--- config.mk ---
export PLATFORM = sky130hd
export DESIGN_NAME = uart_cmd_parser
export DESIGN_NICKNAME = d
export VERILOG_FILES = /design/src/rtl/uart_cmd_parser.sv
export SDC_FILE = /design/constraint.sdc
export NUM_CORES = 1
export LEC_CHECK = 0
export CORE_MARGIN = 4
export CORE_UTILIZATION = 25
export CTS_CLUSTER_DIAMETER = 80
export DETAILED_ROUTE_END_ITERATION = 7
export GPL_TIMING_DRIVEN = 0
export PLACE_DENSITY = 0.44
export SYNTH_ARGS = -nofsm -noshare
export SYNTH_HDL_FRONTEND = slang
export SYNTH_SLANG_ARGS = --single-unit
--- constraint.sdc ---
create_clock -name clk -period 2.4 [get_ports clk]
set_input_delay 0.48 -clock clk [delete_from_list [all_inputs] [get_ports clk]]
set_output_delay 0.48 -clock clk [all_outputs]
set_load 0.1 [all_outputs]
--- src/rtl/uart_cmd_parser.sv ---
// Byte-stream command parser: 'W' addr data / 'R' addr become register strobes,
// and each command is answered with one byte ('K', the read data, or '?').
module uart_cmd_parser #(
  parameter int unsigned TIMEOUT = 120000
) (
  input  logic       clk,
  input  logic       rstn,
  input  logic       rcv,
  input  logic [7:0] rx_data,
  input  logic       tx_busy,
  output logic       tx_start,
  output logic [7:0] tx_data,
  output logic       wr_en,
  output logic       rd_en,
  output logic [7:0] addr,
  output logic [7:0] wdata,
  input  logic [7:0] rdata,
  output logic [7:0] err_cnt
);

  localparam logic [7:0]  OP_W    = 8'h57;
  localparam logic [7:0]  OP_R    = 8'h52;
  localparam logic [7:0]  RSP_OK  = 8'h4B;
  localparam logic [7:0]  RSP_ERR = 8'h3F;
  localparam logic [23:0] TO_LAST = 24'(TIMEOUT - 1);

  typedef enum logic [2:0] {
    IDLE, GET_ADDR, GET_DATA, EXEC, SEND, TX_HOLD, TX_WAIT
  } state_t;

  state_t      state_q, state_d;
  logic        is_wr_q, is_wr_d;
  logic        need_sample_q, need_sample_d;
  logic [7:0]  addr_q, addr_d;
  logic [7:0]  wdata_q, wdata_d;
  logic [7:0]  tx_data_q, tx_data_d;
  logic [7:0]  err_cnt_q, err_cnt_d;
  logic [23:0] cnt_q, cnt_d;
  logic        err_event;

  always_comb begin
    state_d       = state_q;
    is_wr_d       = is_wr_q;
    need_sample_d = need_sample_q;
    addr_d        = addr_q;
    wdata_d       = wdata_q;
    tx_data_d     = tx_data_q;
    cnt_d         = '0;
    err_event     = 1'b0;

    case (state_q)
      IDLE: begin
        if (rcv) begin
          if (rx_data == OP_W || rx_data == OP_R) begin
            is_wr_d = (rx_data == OP_W);
            state_d = GET_ADDR;
          end else begin
            tx_data_d = RSP_ERR;
            err_event = 1'b1;
            state_d   = SEND;
          end
        end
      end
      GET_ADDR: begin
        if (rcv) begin
          addr_d  = rx_data;
          state_d = is_wr_q ? GET_DATA : EXEC;
        end else if (cnt_q == TO_LAST) begin
          err_event = 1'b1;
          state_d   = IDLE;
        end else begin
          cnt_d = cnt_q + 24'd1;
        end
      end
      GET_DATA: begin
        if (rcv) begin
          wdata_d = rx_data;
          state_d = EXEC;
        end else if (cnt_q == TO_LAST) begin
          err_event = 1'b1;
          state_d   = IDLE;
        end else begin
          cnt_d = cnt_q + 24'd1;
        end
      end
      EXEC: begin
        err_event = rcv;
        state_d   = SEND;
        if (is_wr_q) tx_data_d = RSP_OK;
        else         need_sample_d = 1'b1;
      end
      SEND: begin
        // Read data is only valid in the first SEND cycle, so capture it here.
        err_event = rcv;
        if (need_sample_q) begin
          tx_data_d     = rdata;
          need_sample_d = 1'b0;
        end
        if (!tx_busy) state_d = TX_HOLD;
      end
      TX_HOLD: begin
        err_event = rcv;
        state_d   = TX_WAIT;
      end
      TX_WAIT: begin
        err_event = rcv;
        if (!tx_busy) state_d = IDLE;
      end
      default: state_d = IDLE;
    endcase

    err_cnt_d = (err_event && err_cnt_q != 8'hFF) ? err_cnt_q + 8'd1 : err_cnt_q;
  end

  always_ff @(posedge clk) begin
    if (!rstn) begin
      state_q       <= IDLE;
      is_wr_q       <= 1'b0;
      need_sample_q <= 1'b0;
      addr_q        <= '0;
      wdata_q       <= '0;
      tx_data_q     <= '0;
      err_cnt_q     <= '0;
      cnt_q         <= '0;
    end else begin
      state_q       <= state_d;
      is_wr_q       <= is_wr_d;
      need_sample_q <= need_sample_d;
      addr_q        <= addr_d;
      wdata_q       <= wdata_d;
      tx_data_q     <= tx_data_d;
      err_cnt_q     <= err_cnt_d;
      cnt_q         <= cnt_d;
    end
  end

  // A read may be sent in the very cycle rdata arrives, so bypass the register then.
  assign tx_data  = need_sample_q ? rdata : tx_data_q;
  assign tx_start = (state_q == SEND) && !tx_busy;
  assign wr_en    = (state_q == EXEC) && is_wr_q;
  assign rd_en    = (state_q == EXEC) && !is_wr_q;
  assign addr     = addr_q;
  assign wdata    = wdata_q;
  assign err_cnt  = err_cnt_q;

endmodule
==> summary.md <==
| Metric | Value |
|---|---|
| Status | complete, no violations |
| Hold wc startpoint | addr[0] |
| DRT antenna net count | 0 |
| Synthesized-area fraction occupied by xor and xnor cells | 6.78% |
| Synthesis warning total | 0 |
| Critical path's top delay family | buffers and inverters |
| GRT Overall Usage | ~11% |
| Routability congestion estimate | 0.771 |
| Setup repair after global routing missed its margin | false |
| Final Instance Area | 3980 µm² |
| Endpoint of the worst hold path | addr[0] |
| Maximum buffer depth of the clock tree | 2 |
| Syn Std Cell Area | 2970 µm² |
| Net count of the mapped netlist | 366 |
| WL/cell | 13.6 µm |
| Vertical extent of the die | between 100 and 150 µm |
| Utilization of the core after routing | 34.6% |
| Final Cycle Share | 96.9% |
| Headroom to the max-slew limit | between 30% and 40% |
| Max frequency | 430 MHz |
| Power share of the sequential group | 36.6% |
| Switching component of the power | 912 µW |
| CTS Sinks | 61 |
| Logic pwr share | 20.6% |
| Share of synthesized cell area in full adder, half adder and majority cells | 0.842% |
| Die X-Extent | 117 µm |
| Number of design rule violations left after detail routing | 0 |
| Crit path largest cell delay | 1.15 ns |
| Via-per-instance ratio | 4.68 |
| Num ports | 55 |
| Arrival time at the worst endpoint | 1.85 ns |
| Reg-to-reg endpoint | cnt_q[13] |
| Slowest stage cell, crit path | clkdlybuf4s50_1 |
| Share of layout cells above drive strength 1 | roughly 14% |
| Num rows | 39 |
| Largest family of logic cells by synthesized area | simple AND/OR/NAND/NOR gates |
| Register-to-register setup slack | between 0.3 and 0.4 ns |
| Count of state elements after synthesis | 61 |
| Starting density of the core | 25.8% |
| CP Max Fanout | 5 |
| Count of cell instances traversed by the critical path | 1 |
| Worst-Skew Late Latency | between 0.3 and 0.4 ns |
| Startpoint of the most critical register-to-register path | cnt_q[0] |
| Worst Skew | 0.00635 ns |
| Max-Cap Viols | 0 |
| Post-CTS setup buffer count | 0 |
| Pin count of the biggest net entering global routing | 11 |
| Initial antenna violation count | 0 |
| Fraction of power spent switching nets | 30.6% |
| Number of hold-slack violations in the final timing report | 0 |
| Crit path time final | 2.33 ns |
| Cell area after placement | 3690 µm² |
| # port buffers | 53 |
| Number of instances on the worst hold path | 2 |
| Most common cell after layout, fill and taps aside | dfxtp_1 |
| Total routed wirelength | 7.52 mm |
| Static Leakage | 0.00142 µW |
| Area Overhead vs Synth | 34.0% |
| Hold_buf cts | 0 |
| Slew at the pin with the worst max-slew slack | between 1 and 1.5 ns |
| Type of the worst min-delay path | flip-flop to flip-flop |
| Area inside the core boundary | 11,500 µm² |
| Worst IR drop on VDD | about 0.00025 V |
| Vias in the first global route | around 2,500 |
| Crit Path Category | flip-flop to output pin |
| Setup-violating endpoint count in the final report | 0 |
| H-tree levels | 3 |
| Clock share of power | between 40% and 50% |
| Critical path startpoint category | flip-flop |
| Cell count after synthesis | 344 |
| Num CTS Buffers | 9 |
| Crit path cell chain | clkdlybuf4s50_1 |
| Internal power contribution | just over 2000 µW |
| Post-synth EDFFs | 0 |
| Fraction of synthesized area in multiplexers | 8.08% |
| Power density cells | about 750 nW/µm² |
| Clock tree from TritonCTS | yes |
| Detailed Routing Iterations Pass 1 | 4 |
| Detailed-route via count | 2,591 |
| Data required time at the worst endpoint | 1.92 ns |
| Ant. Diodes | 0 |
| Distinct cell type count of the synthesized netlist | 48 |
| Violation count after the first detailed-routing iteration | 103 |
| Post-synthesis simple-gate area fraction | 28.3% |
| Synthesized area divided by synthesized cell count | slightly below 9 µm² |
| Sequential area share after synthesis | between 40% and 50% |
| CP Capture Type | output pin |
| Post-synthesis compound-gate area fraction | between 10% and 20% |
| WP buf/inv | 1 |
| Root buffer selected by CTS | clkbuf_16 |
| Ys flop type | dfxtp_1 |
| Worst hold margin | 0.452 ns |
| Post-DP HPWL | 5.49 mm |
| Most frequent cells in the layout | dfxtp_1 (61), nand2_1 (45), nor2_1 (40) |
| Total congestion overflow after global routing | 0 |
| Post-layout nets | around 430 |
| Clock transition at the register clock pins on the worst setup and hold paths after CTS | ~0.050 ns |
| Total die area | approximately 14,000 µm² |
| Worst Reg2Reg Path Length in Cells | 7 |
| Share of synthesized registers carrying an async set or reset | 0% |
| First-pass GRT wire length | about 12 mm |
| Number of pins with negative max-slew slack in the final report | 0 |
[Yosys cell counts, types with 8 or more instances]
cell / n / share of area, %
dfxtp_1: 61 / 41
nand2_1: 45 / 5.7
nor2_1: 43 / 5.4
nand3_1: 20 / 3.4
a21oi_1: 19 / 3.2
xor2_1: 17 / 5.0
mux2i_1: 15 / 5.1
clkbuf_1: 10 / 1.3
nand2b_1: 10 / 2.1
inv_1: 9 / 1.1
nand4_1: 9 / 1.9
o21ai_0: 9 / 1.5
mux2_2: 8 / 3.0
[worst max path at each step]
stage	slack, ns	to	start
detailed placement	-0.52	tx_start	state_q[2]
finish	0.07	err_cnt[4]	err_cnt[4]
global route	0.007	tx_data_q[2]	rx_data[5]
CTS	0.008	rd_en	state_q[1]
global placement	-0.56	tx_start	state_q[2]
floorplan	0.30	tx_start	state_q[2]
[kinds of logic after synthesis]
kind of cell,count (synthesis)
adder cells (fa/ha/maj),2
XOR/XNOR,23
multiplexers,23
buffers and inverters,24
AO/OA/AOI/OAI,49
flip-flops,61
AND/OR/NAND/NOR,162
[state kept, by name, indices dropped and copies added (netlist names)]
name / count
need_sample_q: 1
is_wr_q: 1
cnt_q: 24
state_q: 3
tx_data_q: 8
addr: 8
err_cnt: 8
wdata: 8
[layer usage]
layer	global-route usage, %	up-vias	share of wire [%]
met2	19.2	48	48
met1	14.2	1209	47
met3	2.67	10	3.9
met4	4.36	0	1.7
li1	-	1324	-
met5	0	-	0
[stage by stage]
| stage | std cells | setup TNS [ns] | power, µW | worst slack, ns |
|---|---|---|---|---|
| after floorplan | 344 | 0 | 1570 | 0.295 |
| after global placement | 540 | -4.83 | 1740 | -0.559 |
| after detailed placement | 540 | -4.17 | 1740 | -0.516 |
| after CTS | 554 | 0 | 3020 | 0.00827 |
| after global routing | 554 | 0 | 3110 | 0.00662 |
| final | 554 | 0 | 2980 | 0.0742 |
[repair_timing]
item                                    4_1_cts  5_1_grt
gates resized for setup                      41        7
gates cloned                                  0        0
endpoints found under the hold margin         0        0
endpoints found under the setup margin       15        5
[power groups by stage]
stage / registers (µW) / logic, µW / clock network, µW
after detailed placement: 1110 / 628 / 0
after global placement: 1110 / 629 / 0
after CTS: 1090 / 619 / 1310
final: 1090 / 614 / 1270
after floorplan: 1200 / 371 / 0
after global routing: 1100 / 654 / 1350
[layout make-up]
class | instances | area [µm²]
inverter | 9 | 33.8
sequential | 61 | 1220
clock buffer | 15 | 298
multi-input combinational | 259 | 1660
timing repair buffer | 53 | 528
buffer | 14 | 66.3
fill | 1232 | 7530
tap | 143 | 179
(Power assumes the default switching activity.)
